**config.mk**
```make
export PLATFORM = sky130hd
export DESIGN_NAME = instr_fetch_unit_flat
export DESIGN_NICKNAME = d
export VERILOG_FILES = /design/src/rtl/instr_fetch_unit_if.sv /design/src/rtl/instr_fetch_unit.sv /design/src/flat_wrapper.sv
export SDC_FILE = /design/constraint.sdc
export NUM_CORES = 1
export LEC_CHECK = 0
export CAP_MARGIN = 10
export CORE_UTILIZATION = 25
export CTS_CLUSTER_SIZE = 30
export DETAILED_ROUTE_END_ITERATION = 8
export DONT_BUFFER_PORTS = 1
export PLACE_DENSITY = 0.37
export RECOVER_POWER = 100
export SYNTH_ARGS = -nofsm -noshare
export SYNTH_HDL_FRONTEND = slang
export SYNTH_SLANG_ARGS = --single-unit
```
**constraint.sdc**
```tcl
create_clock -name clk -period 5.78 [get_ports clk]
set_input_delay 1.156 -clock clk [delete_from_list [all_inputs] [get_ports clk]]
set_output_delay 1.156 -clock clk [all_outputs]
set_load 0.01 [all_outputs]
```
**src/rtl/instr_fetch_unit_if.sv**
```systemverilog
// Fetch-stage bus: PC/instruction path to the instruction memory and the
// IF/ID valid/ready handshake toward decode.
interface instr_fetch_unit_if;
    logic [31:0] IF_PC;
    logic [31:0] IF_instr_in;
    logic        out_valid;
    logic        out_ready;
    logic [31:0] out_instr;
    logic [31:0] out_pc;
    logic [31:0] out_pc_plus4;

    modport master (
        output IF_PC,
        input  IF_instr_in,
        output out_valid,
        input  out_ready,
        output out_instr,
        output out_pc,
        output out_pc_plus4
    );

    modport slave (
        input  IF_PC,
        output IF_instr_in,
        input  out_valid,
        output out_ready,
        input  out_instr,
        input  out_pc,
        input  out_pc_plus4
    );
endinterface

```
**src/rtl/instr_fetch_unit.sv**
```systemverilog
// Instruction-fetch stage: presents the PC to a combinational instruction memory
// and captures the returned word into an IF/ID register with valid/ready output.
module instr_fetch_unit #(
    parameter logic [31:0] RESET_PC = 32'd0,
    parameter logic [31:0] PC_LIMIT = 32'd80,
    parameter int unsigned CNT_W    = 16
) (
    input  logic                    clk,
    input  logic                    rst,
    instr_fetch_unit_if.master      bus,
    input  logic                    redirect_valid,
    input  logic [31:0]             redirect_pc,
    output logic                    halted,
    output logic                    misalign_err,
    output logic [CNT_W-1:0]        fetch_count
);

    typedef enum logic [0:0] {
        RUN  = 1'b0,
        HALT = 1'b1
    } state_t;

    localparam int unsigned PC_W = 32;

    state_t             state_q, state_d;
    logic [PC_W-1:0]    pc_q, pc_d;
    logic               valid_q, valid_d;
    logic [31:0]        instr_q, instr_d;
    logic [PC_W-1:0]    opc_q, opc_d;
    logic [PC_W-1:0]    opc4_q, opc4_d;
    logic               halted_q, halted_d;
    logic               mis_q, mis_d;
    logic [CNT_W-1:0]   cnt_q, cnt_d;

    logic               load;
    logic               handshake;
    logic [PC_W-1:0]    pc_plus4;

    assign load      = !valid_q || bus.out_ready;
    assign handshake = valid_q && bus.out_ready;
    assign pc_plus4  = pc_q + PC_W'(4);

    // State and IF/ID register
    always_ff @(posedge clk or posedge rst) begin
        if (rst) begin
            state_q  <= RUN;
            pc_q     <= RESET_PC;
            valid_q  <= 1'b0;
            instr_q  <= '0;
            opc_q    <= '0;
            opc4_q   <= '0;
            halted_q <= 1'b0;
            mis_q    <= 1'b0;
            cnt_q    <= '0;
        end else begin
            state_q  <= state_d;
            pc_q     <= pc_d;
            valid_q  <= valid_d;
            instr_q  <= instr_d;
            opc_q    <= opc_d;
            opc4_q   <= opc4_d;
            halted_q <= halted_d;
            mis_q    <= mis_d;
            cnt_q    <= cnt_d;
        end
    end

    // Next-state: redirect beats stall and halt; a handshake in a redirect cycle still counts
    always_comb begin
        state_d  = state_q;
        pc_d     = pc_q;
        valid_d  = valid_q;
        instr_d  = instr_q;
        opc_d    = opc_q;
        opc4_d   = opc4_q;
        halted_d = halted_q;
        mis_d    = mis_q || (redirect_valid && (redirect_pc[1:0] != 2'b00));
        cnt_d    = (handshake && (cnt_q != {CNT_W{1'b1}})) ? cnt_q + CNT_W'(1) : cnt_q;

        if (redirect_valid) begin
            pc_d     = {redirect_pc[31:2], 2'b00};
            valid_d  = 1'b0;
            state_d  = RUN;
            halted_d = 1'b0;
        end else begin
            unique case (state_q)
                RUN: begin
                    if (load) begin
                        if (pc_q >= PC_LIMIT) begin
                            valid_d  = 1'b0;
                            state_d  = HALT;
                            halted_d = 1'b1;
                        end else begin
                            instr_d = bus.IF_instr_in;
                            opc_d   = pc_q;
                            opc4_d  = pc_plus4;
                            valid_d = 1'b1;
                            pc_d    = pc_plus4;
                        end
                    end
                end
                HALT: begin
                    valid_d = 1'b0;
                end
                default: begin
                    state_d = RUN;
                end
            endcase
        end
    end

    assign bus.IF_PC        = pc_q;
    assign bus.out_valid    = valid_q;
    assign bus.out_instr    = instr_q;
    assign bus.out_pc       = opc_q;
    assign bus.out_pc_plus4 = opc4_q;
    assign halted           = halted_q;
    assign misalign_err     = mis_q;
    assign fetch_count      = cnt_q;

endmodule
```
**src/flat_wrapper.sv**
```systemverilog
// flat-port wrapper written by rule: the top's interface ports become plain ports
module instr_fetch_unit_flat 
#(
    parameter logic [31:0] RESET_PC = 32'd0,
    parameter logic [31:0] PC_LIMIT = 32'd80,
    parameter int unsigned CNT_W    = 16
)
  (clk, rst, redirect_valid, redirect_pc, halted, misalign_err, fetch_count, bus_IF_PC, bus_IF_instr_in, bus_out_valid, bus_out_ready, bus_out_instr, bus_out_pc, bus_out_pc_plus4);
  instr_fetch_unit_if bus_i ();
  input  logic clk;
  input  logic rst;
  input  logic redirect_valid;
  input  logic [31:0] redirect_pc;
  output logic halted;
  output logic misalign_err;
  output logic [CNT_W-1:0] fetch_count;
  output wire logic [$bits(bus_i.IF_PC)-1:0] bus_IF_PC;
  input wire logic [$bits(bus_i.IF_instr_in)-1:0] bus_IF_instr_in;
  output wire logic [$bits(bus_i.out_valid)-1:0] bus_out_valid;
  input wire logic [$bits(bus_i.out_ready)-1:0] bus_out_ready;
  output wire logic [$bits(bus_i.out_instr)-1:0] bus_out_instr;
  output wire logic [$bits(bus_i.out_pc)-1:0] bus_out_pc;
  output wire logic [$bits(bus_i.out_pc_plus4)-1:0] bus_out_pc_plus4;
  assign bus_IF_PC = bus_i.IF_PC;
  assign bus_i.IF_instr_in = bus_IF_instr_in;
  assign bus_out_valid = bus_i.out_valid;
  assign bus_i.out_ready = bus_out_ready;
  assign bus_out_instr = bus_i.out_instr;
  assign bus_out_pc = bus_i.out_pc;
  assign bus_out_pc_plus4 = bus_i.out_pc_plus4;
  instr_fetch_unit #(.RESET_PC(RESET_PC), .PC_LIMIT(PC_LIMIT), .CNT_W(CNT_W)) u_core (.clk(clk), .rst(rst), .bus(bus_i), .redirect_valid(redirect_valid), .redirect_pc(redirect_pc), .halted(halted), .misalign_err(misalign_err), .fetch_count(fetch_count));
endmodule
```
==> results.py <==
metrics = {
    "synthesis": {
        "synth-compound-area-share": 0.0206,
        "netlist_area_mm2": 0.00552,
        "synth.largest_area_cell": "dfrtp_1",
        "syn_area_per_cell_um2": 14.1,
        "async_flop_share": 1.00,
        "yosysTopAreaCellShare": 0.643,
        "synth-edff-count": 0,
        "synthMuxAreaShare": 0.141,
        "synth-simple-area-share": 0.132,
        "netlist_top_cells_area": "dfrtp_1 (64%), mux2_2 (8.0%), mux2_1 (6.1%)",
        "ys_ff_latch": 142,
        "ys_seq_area_frac": 0.643,
        "yosys_warnings": 0,
        "synth_top_family_by_area": "multiplexers",
        "synthXorXnorAreaFrac": 0.0270,
        "synth_flop_cell": "dfrtp_1",
        "netlist_instances": 392,
        "synth_cell_types": 39,
        "synthAdderAreaFrac": 0.00680,
    },
    "placement": {
        "post-place-ws_ns": 2.63,
        "dpl_cell_area_mm2": 0.00579,
        "numPlacedInstances": 659,
        "place_congestion": 0.763,
        "portBuffers": 0,
        "hpwl_um": 8370,
    },
    "clock_network": {
        "cts_buffer_depth": 2,
        "htree_levels": 4,
        "cts_made_buffers": 17,
        "path_clk_slew_ns": 0.06,
        "cts-root-buf": "clkbuf_16",
        "clk_latency_ns": 0.41,
        "ctsHoldBuffers": 0,
        "cts_setup_buffers": 0,
        "cts_sinks": 142,
        "cts_resized": 0,
        "cts_tree": "built",
    },
    "cells_and_area": {
        "layout_common_cells": "dfrtp_1 (142), nor2b_1 (51), mux2_2 (38)",
        "area_growth_syn_to_layout_pct": 14.9,
        "drive_gt1_frac": 0.187,
        "fill_cells": 2224,
        "stdcell_count": 692,
        "final_common_cell": "dfrtp_1",
        "stdcell_area_mm2": 0.00634,
        "nets": 469,
    },
    "sta": {
        "period_needed_ns": 3.73,
        "fin_skew_ns": 0.0106,
        "final_hold_viol_count": 0,
        "post-route-period-util": 0.645,
        "finalSetupViolCount": 0,
        "rsz0062_at_grt": "no",
        "tightest_slew_ns": 2.53,
        "max_clock_freq_mhz": 268,
        "relSlewSlack": -0.684,
        "report.final.slew_viol_count": 142,
        "worst_slack_ns": 2.05,
        "totalNegativeSetupSlack_ns": 0,
        "hold-worst-slack_ns": 0.550,
    },
    "routing": {
        "routed_wl_um": 12300,
        "postRouteAntennaNets": 0,
        "drtPass1Iterations": 4,
        "vias": 3045,
        "drt_iter0_markers": 104,
        "drc": 0,
        "viasPerCell": 4.40,
        "avgRoutedWirePerCell_um": 17.8,
    },
    "pwr": {
        "powerDensity_mw_per_mm2": 342,
        "p_leak_nw": 3.07,
        "ir_worst_vdd_uv": 162,
    },
    "worst_setup_path": {
        "critPathMaxStageDelay_ns": 1.53,
        "arrival_ns": 4.02,
        "path_cells": "nor4_1, nand4_1, nor4_4, clkbuf_2, mux2_2",
        "cpLargestDelayFamily": "buffers and inverters",
        "critPathRequiredTime_ns": 6.07,
        "cpMaxStageDelayCell": "clkbuf_2",
        "cp_max_fo": 92,
        "crit_buf_inv": 1,
        "path_class": "flip-flop to flip-flop",
        "end_kind": "flip-flop",
        "startpoint_type": "flip-flop",
    },
    "global_routing": {
        "antenna_found_initial": 2,
        "track_usage": 0.111,
        "grt_first_pass_wirelength_um": 18700,
        "grt_pass1_vias": 3287,
        "overflow": 0,
        "grt_max_degree": 96,
    },
    "floorplanning": {
        "boundaryPins": 215,
        "core.rowCount": 54,
        "die_y_um": 151,
        "dieArea_mm2": 0.0227,
        "die_x_um": 151,
        "start_util": 0.254,
        "coreArea_mm2": 0.0218,
    },
    "outcome": {
        "failed_checks": "capacitance limit, slew limit",
        "status": "finished, violations left",
    },
    "job": {
        "cap_violations": 2,
    },
    "min_path": {
        "hold_class": "flip-flop to flip-flop",
    },
}
==> cells in the mapped netlist (2+ instances only) <==
cell type / count
nand2b_1: 2
a31oi_1: 3
nor2_1: 8
nand3_1: 8
buf_4: 7
nand4_1: 6
o21ai_0: 4
a21oi_1: 2
o31ai_1: 3
or4_1: 2
inv_1: 5
nor4b_1: 2
buf_2: 6
nand2_1: 7
nor3b_1: 2
xnor2_1: 3
or3_1: 2
ha_1: 3
clkbuf_1: 2
buf_1: 3
and4_1: 3
nor4_1: 5
xor2_1: 14
a2bb2oi_1: 2
nor3_1: 9
mux2_2: 39
dfrtp_1: 142
nor2b_1: 51
mux2_1: 30
nor4_2: 6
buf_6: 3
==> per-stage QoR <==
step	util	power, mW
6_report	0.292	2.17
5_1_grt	0.291	2.27
4_1_cts	0.292	2.22
3_5_place_dp	0.266	1.14
3_3_place_gp	0.266	1.14
2_1_floorplan	-	1.12
==> area by class of cell <==
type	count	area (um2)	share of cell area
diodes	1	2.50	0.000394
clock buffers	18	429	0.0677
clock inverters	14	135	0.0213
inverters	6	27.5	0.00434
multi-input cells	228	1830	0.289
flip-flops and latches	142	3550	0.560
well taps	280	350	0.0552
repair buffers	3	12.5	0.00197
==> flip-flops by register name (all words and copies together), names as in the netlist <==
register,count
u_core.bus.IF_PC,30
u_core.bus.out_instr,32
u_core.bus.out_pc,30
u_core.bus.out_pc_plus4,30
u_core.bus.out_valid,1
u_core.fetch_count,16
u_core.halted,1
u_core.misalign_err,1
u_core.state_q,1
==> cells by family after synthesis <==
logic type               Yosys count
flip-flops                       142
AND/OR/NAND/NOR                  116
multiplexers                      69
buffers and inverters             27
AO/OA/AOI/OAI                     17
XOR/XNOR                          17
adder cells (fa/ha/maj)            3
other                              1
==> routing by layer <==
metal	wire length [um]	track usage	vias to the layer above
met2	6120	0.181	132
met3	1040	0.0530	9
met1	5030	0.125	1530
met4	136	0.0405	2
met5	9	0	-
li1	-	-	1372
==> where the power goes <==
part           switching, mW  leakage (nW)  total, mW  internal [mW]
sequential            0.0387          1.90       1.05           1.02
combinational         0.0368         0.903     0.0631         0.0263
clock                  0.452         0.270       1.05          0.601
==> path summary, 6_finish.rpt <==
path / from / cells after the start / end / slack, ns
min reg2reg: u_core.misalign_err / 1 / u_core.misalign_err / 0.55
max in group asynchronous: rst / 2 / u_core.bus.out_instr[10] / 2.10
max: u_core.bus.IF_PC[25] / 5 / u_core.bus.out_instr[23] / 2.05
min in group asynchronous: rst / 1 / u_core.bus.out_pc[23] / 0.79
max reg2reg: u_core.bus.IF_PC[25] / 5 / u_core.bus.out_instr[23] / 2.05
min: u_core.misalign_err / 1 / u_core.misalign_err / 0.55
(Power assumes the default switching activity.)
